===== config.mk =====
export PLATFORM = sky130hd
export DESIGN_NAME = ray_nearest_block_scan
export DESIGN_NICKNAME = d
export VERILOG_FILES = /design/src/rtl/ray_pkg.sv /design/src/rtl/nearest_hit_reducer.sv /design/src/rtl/ray_nearest_block_scan.sv
export SDC_FILE = /design/constraint.sdc
export NUM_CORES = 1
export LEC_CHECK = 0
export CAP_MARGIN = 20
export CORE_AREA = 4 4 179 181
export DETAILED_ROUTE_END_ITERATION = 12
export DIE_AREA = 0 0 183 185
export GPL_ROUTABILITY_DRIVEN = 0
export GPL_TIMING_DRIVEN = 0
export PLACE_DENSITY = 0.76
export SETUP_SLACK_MARGIN = 0.05
export SLEW_MARGIN = 40
export SYNTH_ARGS = -nofsm -noshare
export SYNTH_HDL_FRONTEND = slang
export SYNTH_SLANG_ARGS = --single-unit

===== constraint.sdc =====
create_clock -name clk_in -period 3.07 [get_ports clk_in]
set_clock_uncertainty 0.15 [all_clocks]
set_input_delay 0.4605 -clock clk_in [delete_from_list [all_inputs] [get_ports clk_in]]
set_output_delay 0.4605 -clock clk_in [all_outputs]
set_load 0.05 [all_outputs]

===== src/rtl/ray_pkg.sv =====
// Shared types and constants for the ray/block intersection initiator.
// Float fields are handled as raw IEEE-754 single bit patterns only.
package ray_pkg;

  typedef logic [31:0] float32_t;

  localparam float32_t   FLOAT_POS_INF      = 32'h7F80_0000;
  localparam logic [7:0] FLOAT_EXP_ALL_ONES = 8'hFF;

  typedef enum logic [1:0] {
    ST_IDLE  = 2'd0,
    ST_ISSUE = 2'd1,
    ST_DRAIN = 2'd2,
    ST_DONE  = 2'd3
  } scan_state_e;

  // Usable hit: flagged, sign clear, and neither NaN nor infinity.
  function automatic logic is_candidate(input logic hit, input float32_t t);
    return hit && !t[31] && (t[30:23] != FLOAT_EXP_ALL_ONES);
  endfunction

endpackage


===== src/rtl/nearest_hit_reducer.sv =====
// Keeps the nearest non-negative, finite hit seen so far within one scan.
// Outputs are the look-ahead record so the caller can capture it on the same edge as the last result.
module nearest_hit_reducer
  import ray_pkg::*;
#(
  parameter int IDX_W = 6
) (
  input  logic             clk_i,
  input  logic             rst_n_i,
  input  logic             clear_i,
  input  logic             valid_i,
  input  logic             hit_i,
  input  float32_t         t_i,
  input  logic [IDX_W-1:0] index_i,
  output logic             best_valid_o,
  output logic [IDX_W-1:0] best_index_o,
  output float32_t         best_t_o
);

  logic             best_valid_q, best_valid_d;
  logic [IDX_W-1:0] best_index_q, best_index_d;
  float32_t         best_t_q, best_t_d;
  logic             take;

  // Both operands are non-negative, so magnitude bits order like the floats; strict < keeps the lower index on ties.
  assign take = valid_i && is_candidate(hit_i, t_i) &&
                (!best_valid_q || (t_i[30:0] < best_t_q[30:0]));

  always_comb begin
    best_valid_d = best_valid_q;
    best_index_d = best_index_q;
    best_t_d     = best_t_q;
    if (clear_i) begin
      best_valid_d = 1'b0;
      best_index_d = '0;
      best_t_d     = FLOAT_POS_INF;
    end else if (take) begin
      best_valid_d = 1'b1;
      best_index_d = index_i;
      best_t_d     = t_i;
    end
  end

  always_ff @(posedge clk_i or negedge rst_n_i) begin
    if (!rst_n_i) begin
      best_valid_q <= 1'b0;
      best_index_q <= '0;
      best_t_q     <= FLOAT_POS_INF;
    end else begin
      best_valid_q <= best_valid_d;
      best_index_q <= best_index_d;
      best_t_q     <= best_t_d;
    end
  end

  assign best_valid_o = best_valid_d;
  assign best_index_o = best_index_d;
  assign best_t_o     = best_t_d;

endmodule


===== src/rtl/ray_nearest_block_scan.sv =====
// Scans all blocks against one ray through the intersection unit and reports the nearest hit.
// state    | meaning
// ST_IDLE  | waiting for start_in; results hold
// ST_ISSUE | presenting block addresses 0..NUM_BLOCKS-1, one per cycle
// ST_DRAIN | waiting for the remaining in-order intersection results
// ST_DONE  | one-cycle done_out pulse, results valid
module ray_nearest_block_scan
  import ray_pkg::*;
#(
  parameter int NUM_BLOCKS = 64,
  parameter int ADDR_W     = (NUM_BLOCKS > 1) ? $clog2(NUM_BLOCKS) : 1
) (
  input  logic              clk_in,
  input  logic              rst_n_in,
  input  logic              start_in,
  input  logic [31:0]       ray_x_in,
  input  logic [31:0]       ray_y_in,
  input  logic [31:0]       ray_z_in,
  output logic              busy_out,
  output logic [ADDR_W-1:0] block_addr_out,
  input  logic [31:0]       block_pos_x_in,
  input  logic [31:0]       block_pos_y_in,
  input  logic [31:0]       block_pos_z_in,
  output logic [31:0]       isect_ray_x_out,
  output logic [31:0]       isect_ray_y_out,
  output logic [31:0]       isect_ray_z_out,
  output logic [31:0]       isect_block_x_out,
  output logic [31:0]       isect_block_y_out,
  output logic [31:0]       isect_block_z_out,
  output logic              isect_valid_out,
  input  logic              isect_hit_in,
  input  logic [31:0]       isect_t_in,
  input  logic              isect_valid_in,
  output logic              hit_out,
  output logic [ADDR_W-1:0] hit_index_out,
  output logic [31:0]       hit_t_out,
  output logic              done_out
);

  localparam int                CNT_W     = $clog2(NUM_BLOCKS + 1);
  localparam logic [ADDR_W-1:0] LAST_ADDR = ADDR_W'(NUM_BLOCKS - 1);
  localparam logic [CNT_W-1:0]  CNT_LAST  = CNT_W'(NUM_BLOCKS - 1);
  localparam logic [CNT_W-1:0]  CNT_ALL   = CNT_W'(NUM_BLOCKS);

  scan_state_e       state_q, state_d;
  logic              start_scan;
  logic              accept;
  logic              enter_done;

  logic [ADDR_W-1:0] addr_q, addr_d;
  logic [CNT_W-1:0]  ret_cnt_q, ret_cnt_d;
  logic              issue_d1_q;

  float32_t          ray_x_q, ray_y_q, ray_z_q;
  float32_t          qblk_x_q, qblk_y_q, qblk_z_q;
  logic              qvalid_q;

  logic              hit_q;
  logic [ADDR_W-1:0] hit_index_q;
  float32_t          hit_t_q;

  logic              rec_valid;
  logic [ADDR_W-1:0] rec_index;
  float32_t          rec_t;

  assign accept = isect_valid_in && ((state_q == ST_ISSUE) || (state_q == ST_DRAIN));

  always_comb begin
    state_d    = state_q;
    start_scan = 1'b0;
    enter_done = 1'b0;
    case (state_q)
      ST_IDLE: begin
        if (start_in) begin
          state_d    = ST_ISSUE;
          start_scan = 1'b1;
        end
      end
      ST_ISSUE: begin
        if (addr_q == LAST_ADDR) state_d = ST_DRAIN;
      end
      ST_DRAIN: begin
        // Go on the edge that accepts the final result so done lands the very next cycle.
        if ((ret_cnt_q == CNT_ALL) || (accept && (ret_cnt_q == CNT_LAST))) begin
          state_d    = ST_DONE;
          enter_done = 1'b1;
        end
      end
      ST_DONE: state_d = ST_IDLE;
      default: state_d = ST_IDLE;
    endcase
  end

  always_comb begin
    addr_d = addr_q;
    if (start_scan)                                  addr_d = '0;
    else if ((state_q == ST_ISSUE) && (addr_q != LAST_ADDR)) addr_d = addr_q + ADDR_W'(1);
  end

  always_comb begin
    ret_cnt_d = ret_cnt_q;
    if (start_scan)  ret_cnt_d = '0;
    else if (accept) ret_cnt_d = ret_cnt_q + CNT_W'(1);
  end

  always_ff @(posedge clk_in or negedge rst_n_in) begin
    if (!rst_n_in) begin
      state_q    <= ST_IDLE;
      addr_q     <= '0;
      ret_cnt_q  <= '0;
      issue_d1_q <= 1'b0;
    end else begin
      state_q    <= state_d;
      addr_q     <= addr_d;
      ret_cnt_q  <= ret_cnt_d;
      issue_d1_q <= (state_q == ST_ISSUE);
    end
  end

  always_ff @(posedge clk_in or negedge rst_n_in) begin
    if (!rst_n_in) begin
      ray_x_q <= '0;
      ray_y_q <= '0;
      ray_z_q <= '0;
    end else if (start_scan) begin
      ray_x_q <= ray_x_in;
      ray_y_q <= ray_y_in;
      ray_z_q <= ray_z_in;
    end
  end

  // Memory data arrives one cycle after its address; pair it with the matching delayed issue flag.
  always_ff @(posedge clk_in or negedge rst_n_in) begin
    if (!rst_n_in) begin
      qvalid_q <= 1'b0;
      qblk_x_q <= '0;
      qblk_y_q <= '0;
      qblk_z_q <= '0;
    end else begin
      qvalid_q <= issue_d1_q;
      if (issue_d1_q) begin
        qblk_x_q <= block_pos_x_in;
        qblk_y_q <= block_pos_y_in;
        qblk_z_q <= block_pos_z_in;
      end
    end
  end

  nearest_hit_reducer #(
    .IDX_W (ADDR_W)
  ) u_reducer (
    .clk_i        (clk_in),
    .rst_n_i      (rst_n_in),
    .clear_i      (start_scan),
    .valid_i      (accept),
    .hit_i        (isect_hit_in),
    .t_i          (isect_t_in),
    .index_i      (ADDR_W'(ret_cnt_q)),
    .best_valid_o (rec_valid),
    .best_index_o (rec_index),
    .best_t_o     (rec_t)
  );

  always_ff @(posedge clk_in or negedge rst_n_in) begin
    if (!rst_n_in) begin
      hit_q       <= 1'b0;
      hit_index_q <= '0;
      hit_t_q     <= FLOAT_POS_INF;
    end else if (enter_done) begin
      hit_q       <= rec_valid;
      hit_index_q <= rec_index;
      hit_t_q     <= rec_t;
    end
  end

  assign busy_out          = (state_q != ST_IDLE);
  assign done_out          = (state_q == ST_DONE);
  assign block_addr_out    = addr_q;
  assign isect_ray_x_out   = ray_x_q;
  assign isect_ray_y_out   = ray_y_q;
  assign isect_ray_z_out   = ray_z_q;
  assign isect_block_x_out = qblk_x_q;
  assign isect_block_y_out = qblk_y_q;
  assign isect_block_z_out = qblk_z_q;
  assign isect_valid_out   = qvalid_q;
  assign hit_out           = hit_q;
  assign hit_index_out     = hit_index_q;
  assign hit_t_out         = hit_t_q;

endmodule


After elaboration in Yosys (flattened, before gate mapping):

Index checks and enable logic that the tools add are counted.

* add/subtract/negate cells: 2
* $lt $le $gt $ge: 1
* eq/ne operators: 11
* multiplexer cells: 18
* reductions and logical operators: 17

Operators with widths (number)
* $mux 32: 2
* $lt 31x31->1: 1
* $mux 6: 4
* $mux 7: 2
* $ne 8x8->1 const B: 1
* $pmux 2 s4: 1
* $add 7x1->7 const B: 1
* $eq 7x6->1 const B: 1
* $eq 7x7->1 const B: 1
* $logic_and 1x1->1: 7
* $add 6x1->6 const B: 1
* $eq 6x6->1 const B: 1
* $mux 1: 6
* $mux 2: 3
* $ne 6x6->1 const B: 1
* $reduce_bool 2->1: 3
* $eq 2x2->1 const B: 2
* $ne 2x1->1 const B: 2
* $logic_or 1x1->1: 3
* $reduce_and 3->1: 1
* $eq 2x1->1 const B: 1
* $logic_not 1->1: 2
* $logic_not 2->1: 1
* $ne 2x2->1 const B: 1

* bits in registers: 287

Longest topological paths before layout:

* depth after elaboration: 7
* gate-level depth with buffers: 11

By module:

Synthesis repeated with hierarchy kept, for this count alone.

* cell total of the unflattened synthesis: 855
* area total of the unflattened synthesis: 12131.6 µm²

Modules (own cells, without submodules)
* ray_nearest_block_scan: times used 1, cells each 578, area an instance 9475.3 µm², seq. area each 6216.0 µm²
* nearest_hit_reducer: times used 1, cells each 277, area an instance 2656.3 µm², seq. area each 985.9 µm²

Worst setup path after synthesis:

No wires, ideal clock.

* path type: reg2reg
* start: register u_reducer.best_t_q[30]
* end: register hit_t_q[10] (netlist: hit_t_out[10])
* library setup time: 130 ps
* data arrival time: 2193 ps
* required time: 2790 ps
* path slack: 597 ps
* stages on the path, launching flop included: 11
* buffers on the path: 1
* cells stage by stage: dfstp_2 inv_1 ha_1 nand4_2 inv_1 a221oi_1 a21oi_2 a31oi_4 buf_6 mux2i_1 o21ai_1

* cells in the longest elaborated chain, start to end: 5

RTL lines
* start: declaration: RTL line nearest_hit_reducer.sv:22 `float32_t best_t_q, best_t_d;`
* start signal: assignment: RTL line nearest_hit_reducer.sv:52 `best_t_q <= best_t_d;`
* $lt 31x31->1: RTL line nearest_hit_reducer.sv:27 `(!best_valid_q || (t_i[30:0] < best_t_q[30:0]));`
* $logic_or 1x1->1: RTL line nearest_hit_reducer.sv:27
* $logic_and 1x1->1: RTL line nearest_hit_reducer.sv:26 `assign take = valid_i && is_candidate(hit_i, t_i) &&`
* $mux 32: RTL line nearest_hit_reducer.sv:37 `end else if (take) begin`
* $mux 32: RTL line nearest_hit_reducer.sv:33 `if (clear_i) begin`
* end signal: assignment: RTL line ray_nearest_block_scan.sv:172 `hit_t_q <= rec_t;`
* end: declaration: RTL line ray_nearest_block_scan.sv:60 `float32_t hit_t_q;`

Every way passes these cells.
A chain may end at the register's enable or synchronous reset.

Final worst setup path:

* start: register u_reducer.best_t_q[30]
* end: register hit_t_q[3] (netlist: hit_t_out[3])

The elaborated chain is that of the path after synthesis.

==> results.py <==
metrics = {
    "power": {
        "irDropWorstVdd_mv": 0.811,
        "leakagePower_nw": 8.16,
        "power_density_nw_per_um2": 1190,
        "total_power_mw": 21.6,
    },
    "timing": {
        "setup_violations": 0,
        "max_slew_margin": 0.496,
        "final-max-slew-violation-count": 0,
        "fin_crit_sh": 0.919,
        "grt_setup_unrepaired": "no",
        "fmax_mhz": 354,
        "tightest_slew_ns": 0.755,
        "fin_setup_tns_ns": 0,
        "finalHoldViolCount": 0,
        "finalCriticalPeriod_ns": 2.82,
        "timing.hold.ws_ns": 0.220,
    },
    "synthesis": {
        "synth_area_leaders": "dfrtp_1 (58%), nand2_1 (11%), mux2_2 (8.7%)",
        "ys_warn_count": 0,
        "ys_ff_latch": 287,
        "yosysMostFrequentCell": "nand2_1",
        "yosysSeqAreaShare": 0.612,
        "synth_top_area_cell": "dfrtp_1",
        "syn_inst": 1065,
        "synth.distinct_cells": 39,
        "synth_edf_count": 0,
        "yosys.area.top_type_share": 0.576,
        "yosys-top-cells-count": "nand2_1 (344), dfrtp_1 (271), mux2_2 (91)",
        "synthFlopType": "dfrtp_1",
        "synthesis.nets": 1332,
        "synth_area_sq_um": 11800,
        "postSynth.asyncResetShare": 1.00,
        "syn_avg_cell_area_sq_um": 11.0,
    },
    "worst_setup_path": {
        "cp.arrival_ns": 3.04,
        "rr_startpoint": "u_reducer.best_t_q[30]",
        "regToRegSetupSlack_ns": 0.25,
        "r2r_cells": 10,
        "crit_type": "flop to flop",
        "crit_path_start": "u_reducer.best_t_q[30]",
        "cp_data_required_time_ns": 3.29,
        "endpoint_kind": "flop",
        "r2r-end": "hit_t_out[3]",
        "cp-start-kind": "flop",
        "path_max_fanout": 10,
    },
    "die": {
        "dieArea_sq_um": 33900,
        "die_x_um": 183,
        "initial_core_util": 0.387,
        "design.core.area_sq_um": 30400,
        "num_rows": 64,
        "boundaryPins": 469,
        "die_y_um": 185,
    },
    "final_layout": {
        "nFillCells": 2485,
        "area_delta_synth_final_pct": 54.9,
        "multi_input_area_sq_um": 4200,
        "regArea_sq_um": 7200,
        "nets": 1841,
        "drive_above_1_share": 0.111,
    },
    "job": {
        "maxCapViolCount": 0,
    },
    "global_route": {
        "grt_max_degree": 76,
        "grt_pass1_wl_um": 56900,
        "track_usage": 0.215,
        "grt_pass1_vias": 9914,
        "grt-ovfl-total": 0,
        "antenna_found_initial": 1,
    },
    "cts": {
        "path_clk_slew_ns": 0.06,
        "numCtsBuffers": 34,
        "clk_latency_ns": 0.50,
        "max-clock-path-buffers": 3,
        "htreeDepth": 2,
        "tritoncts": "done",
        "postCtsSetupBuffers": 0,
        "cts_sinks": 287,
        "root_buffer": "clkbuf_16",
    },
    "detailed_routing": {
        "wirelength_um": 37800,
        "drt_iter0_markers": 443,
        "first_pass_iters": 6,
        "drc": 0,
        "via_per_inst": 4.75,
        "detail_route.wl_per_cell_um": 18.9,
        "ant_nets": 0,
        "vias": 9478,
    },
    "status": {
        "status": "complete, no violations",
    },
    "min_path": {
        "hold_path_class": "flop to flop",
        "min_from": "issue_d1_q",
        "holdPathStages": 0,
        "hold_end": "isect_valid_out",
    },
    "placed_design": {
        "hpwlAfterDp_um": 29100,
        "port_buffers": 468,
    },
}
[state kept, by name (all words and copies together) (netlist names)]
signal	flops
hit_t_out	32
isect_block_x_out	32
isect_block_y_out	32
isect_block_z_out	32
isect_ray_x_out	32
isect_ray_y_out	32
isect_ray_z_out	32
u_reducer.best_t_q	32
ret_cnt_q	7
block_addr_out	6
hit_index_out	6
u_reducer.best_index_q	6
state_q	2
hit_out	1
isect_valid_out	1
issue_d1_q	1
u_reducer.best_valid_q	1
[timing repair]
action,in CTS,in global routing
hold endpoints to repair,37,0
hold buffers,1,0
resized for setup,0,5
endpoints found under the setup margin,0,24
[critical path, stage by stage, from the launching register on]
cell	delay, ns
dfstp_2	0.53
inv_1	0.04
ha_1	0.31
nand4_2	0.18
inv_1	0.08
a221oi_2	0.34
a21oi_2	0.11
a31oi_4	0.30
buf_6	0.23
mux2i_1	0.31
o21ai_1	0.12
[how the worst max path moves through the flow]
stage | depth (start not counted) | slack, ns | to
2_1_floorplan | 10 | 0.60 | hit_t_out[10]
3_3_place_gp | 1 | -11.13 | isect_block_y_out[23]
3_5_place_dp | 10 | -0.27 | hit_t_out[3]
4_1_cts | 10 | 0.13 | hit_t_out[8]
5_1_grt | 11 | 0.06 | hit_index_out[4]
6_report | 10 | 0.25 | hit_t_out[3]
[cells in the final DEF (no fill, tap or decap), drive strengths merged]
cell	count
inv	41
nand3	5
nand2	344
mux2	99
and3	1
xor2	8
o21a	1
or2	1
diode	1
dfrtp	271
ha	38
a211oi	2
nor4	2
nand2b	2
dfstp	16
clkbuf	96
o2111ai	1
o21ai	38
nand4	8
dlygate4sd3	1
and2	1
a21oi	27
clkinv	3
and4	1
a221oi	1
nor2b	2
bufinv	1
xnor2	3
clkdlybuf4s50	467
a31oi	2
nor2	59
a221o	1
buf	16
mux2i	41
[cells by family after synthesis]
group / Yosys count / synth area share
AOI/OAI and AO/OA: 73 / 0.0355
xor gates and xnor gates: 11 / 0.00819
adders and majority gates: 38 / 0.0404
buffers and inverters: 90 / 0.0315
DFF: 287 / 0.612
muxes: 140 / 0.130
and+or+nand+nor: 426 / 0.143
[metal layers]
layer  wire length (um)  part of all wire  global-route usage
met1              14400              0.38               0.254
met4               1320             0.035              0.0769
met2              18900              0.50               0.372
met5                  0                 0                   0
met3               3230             0.086              0.0656
[report_power, final]
group	switching, mW	total (mW)	internal, mW	leakage (nW)
logic	7.48	11.4	3.95	4.05
clock network	1.53	4.02	2.49	0.555
registers	0.840	6.19	5.35	3.56
total	9.85	21.6	11.8	8.16
[final cells by class]
class                      instances  area share
sequential                       287       0.395
timing repair buffer             473       0.264
multi-input combinational        688       0.230
clock buffer                      58      0.0595
tap                              396      0.0272
buffer                            49      0.0120
inverter                          41     0.00845
clock inverter                     4     0.00288
antenna                            1    0.000137
[metrics by stage]
| stage | area [sq um] | setup slack (ns) | utilization | instances |
|---|---|---|---|---|
| 2_1_floorplan | 11800 | 0.597 | - | 1065 |
| 3_3_place_gp | 16900 | -11.13 | 0.557 | 1929 |
| 3_5_place_dp | 17100 | -0.268 | 0.561 | 1933 |
| 4_1_cts | 18200 | 0.134 | 0.598 | 1996 |
| 5_1_grt | 18200 | 0.0625 | 0.599 | 1997 |
| 6_report | 18200 | 0.247 | 0.599 | 1997 |
Power figures use the tool's default switching activity.
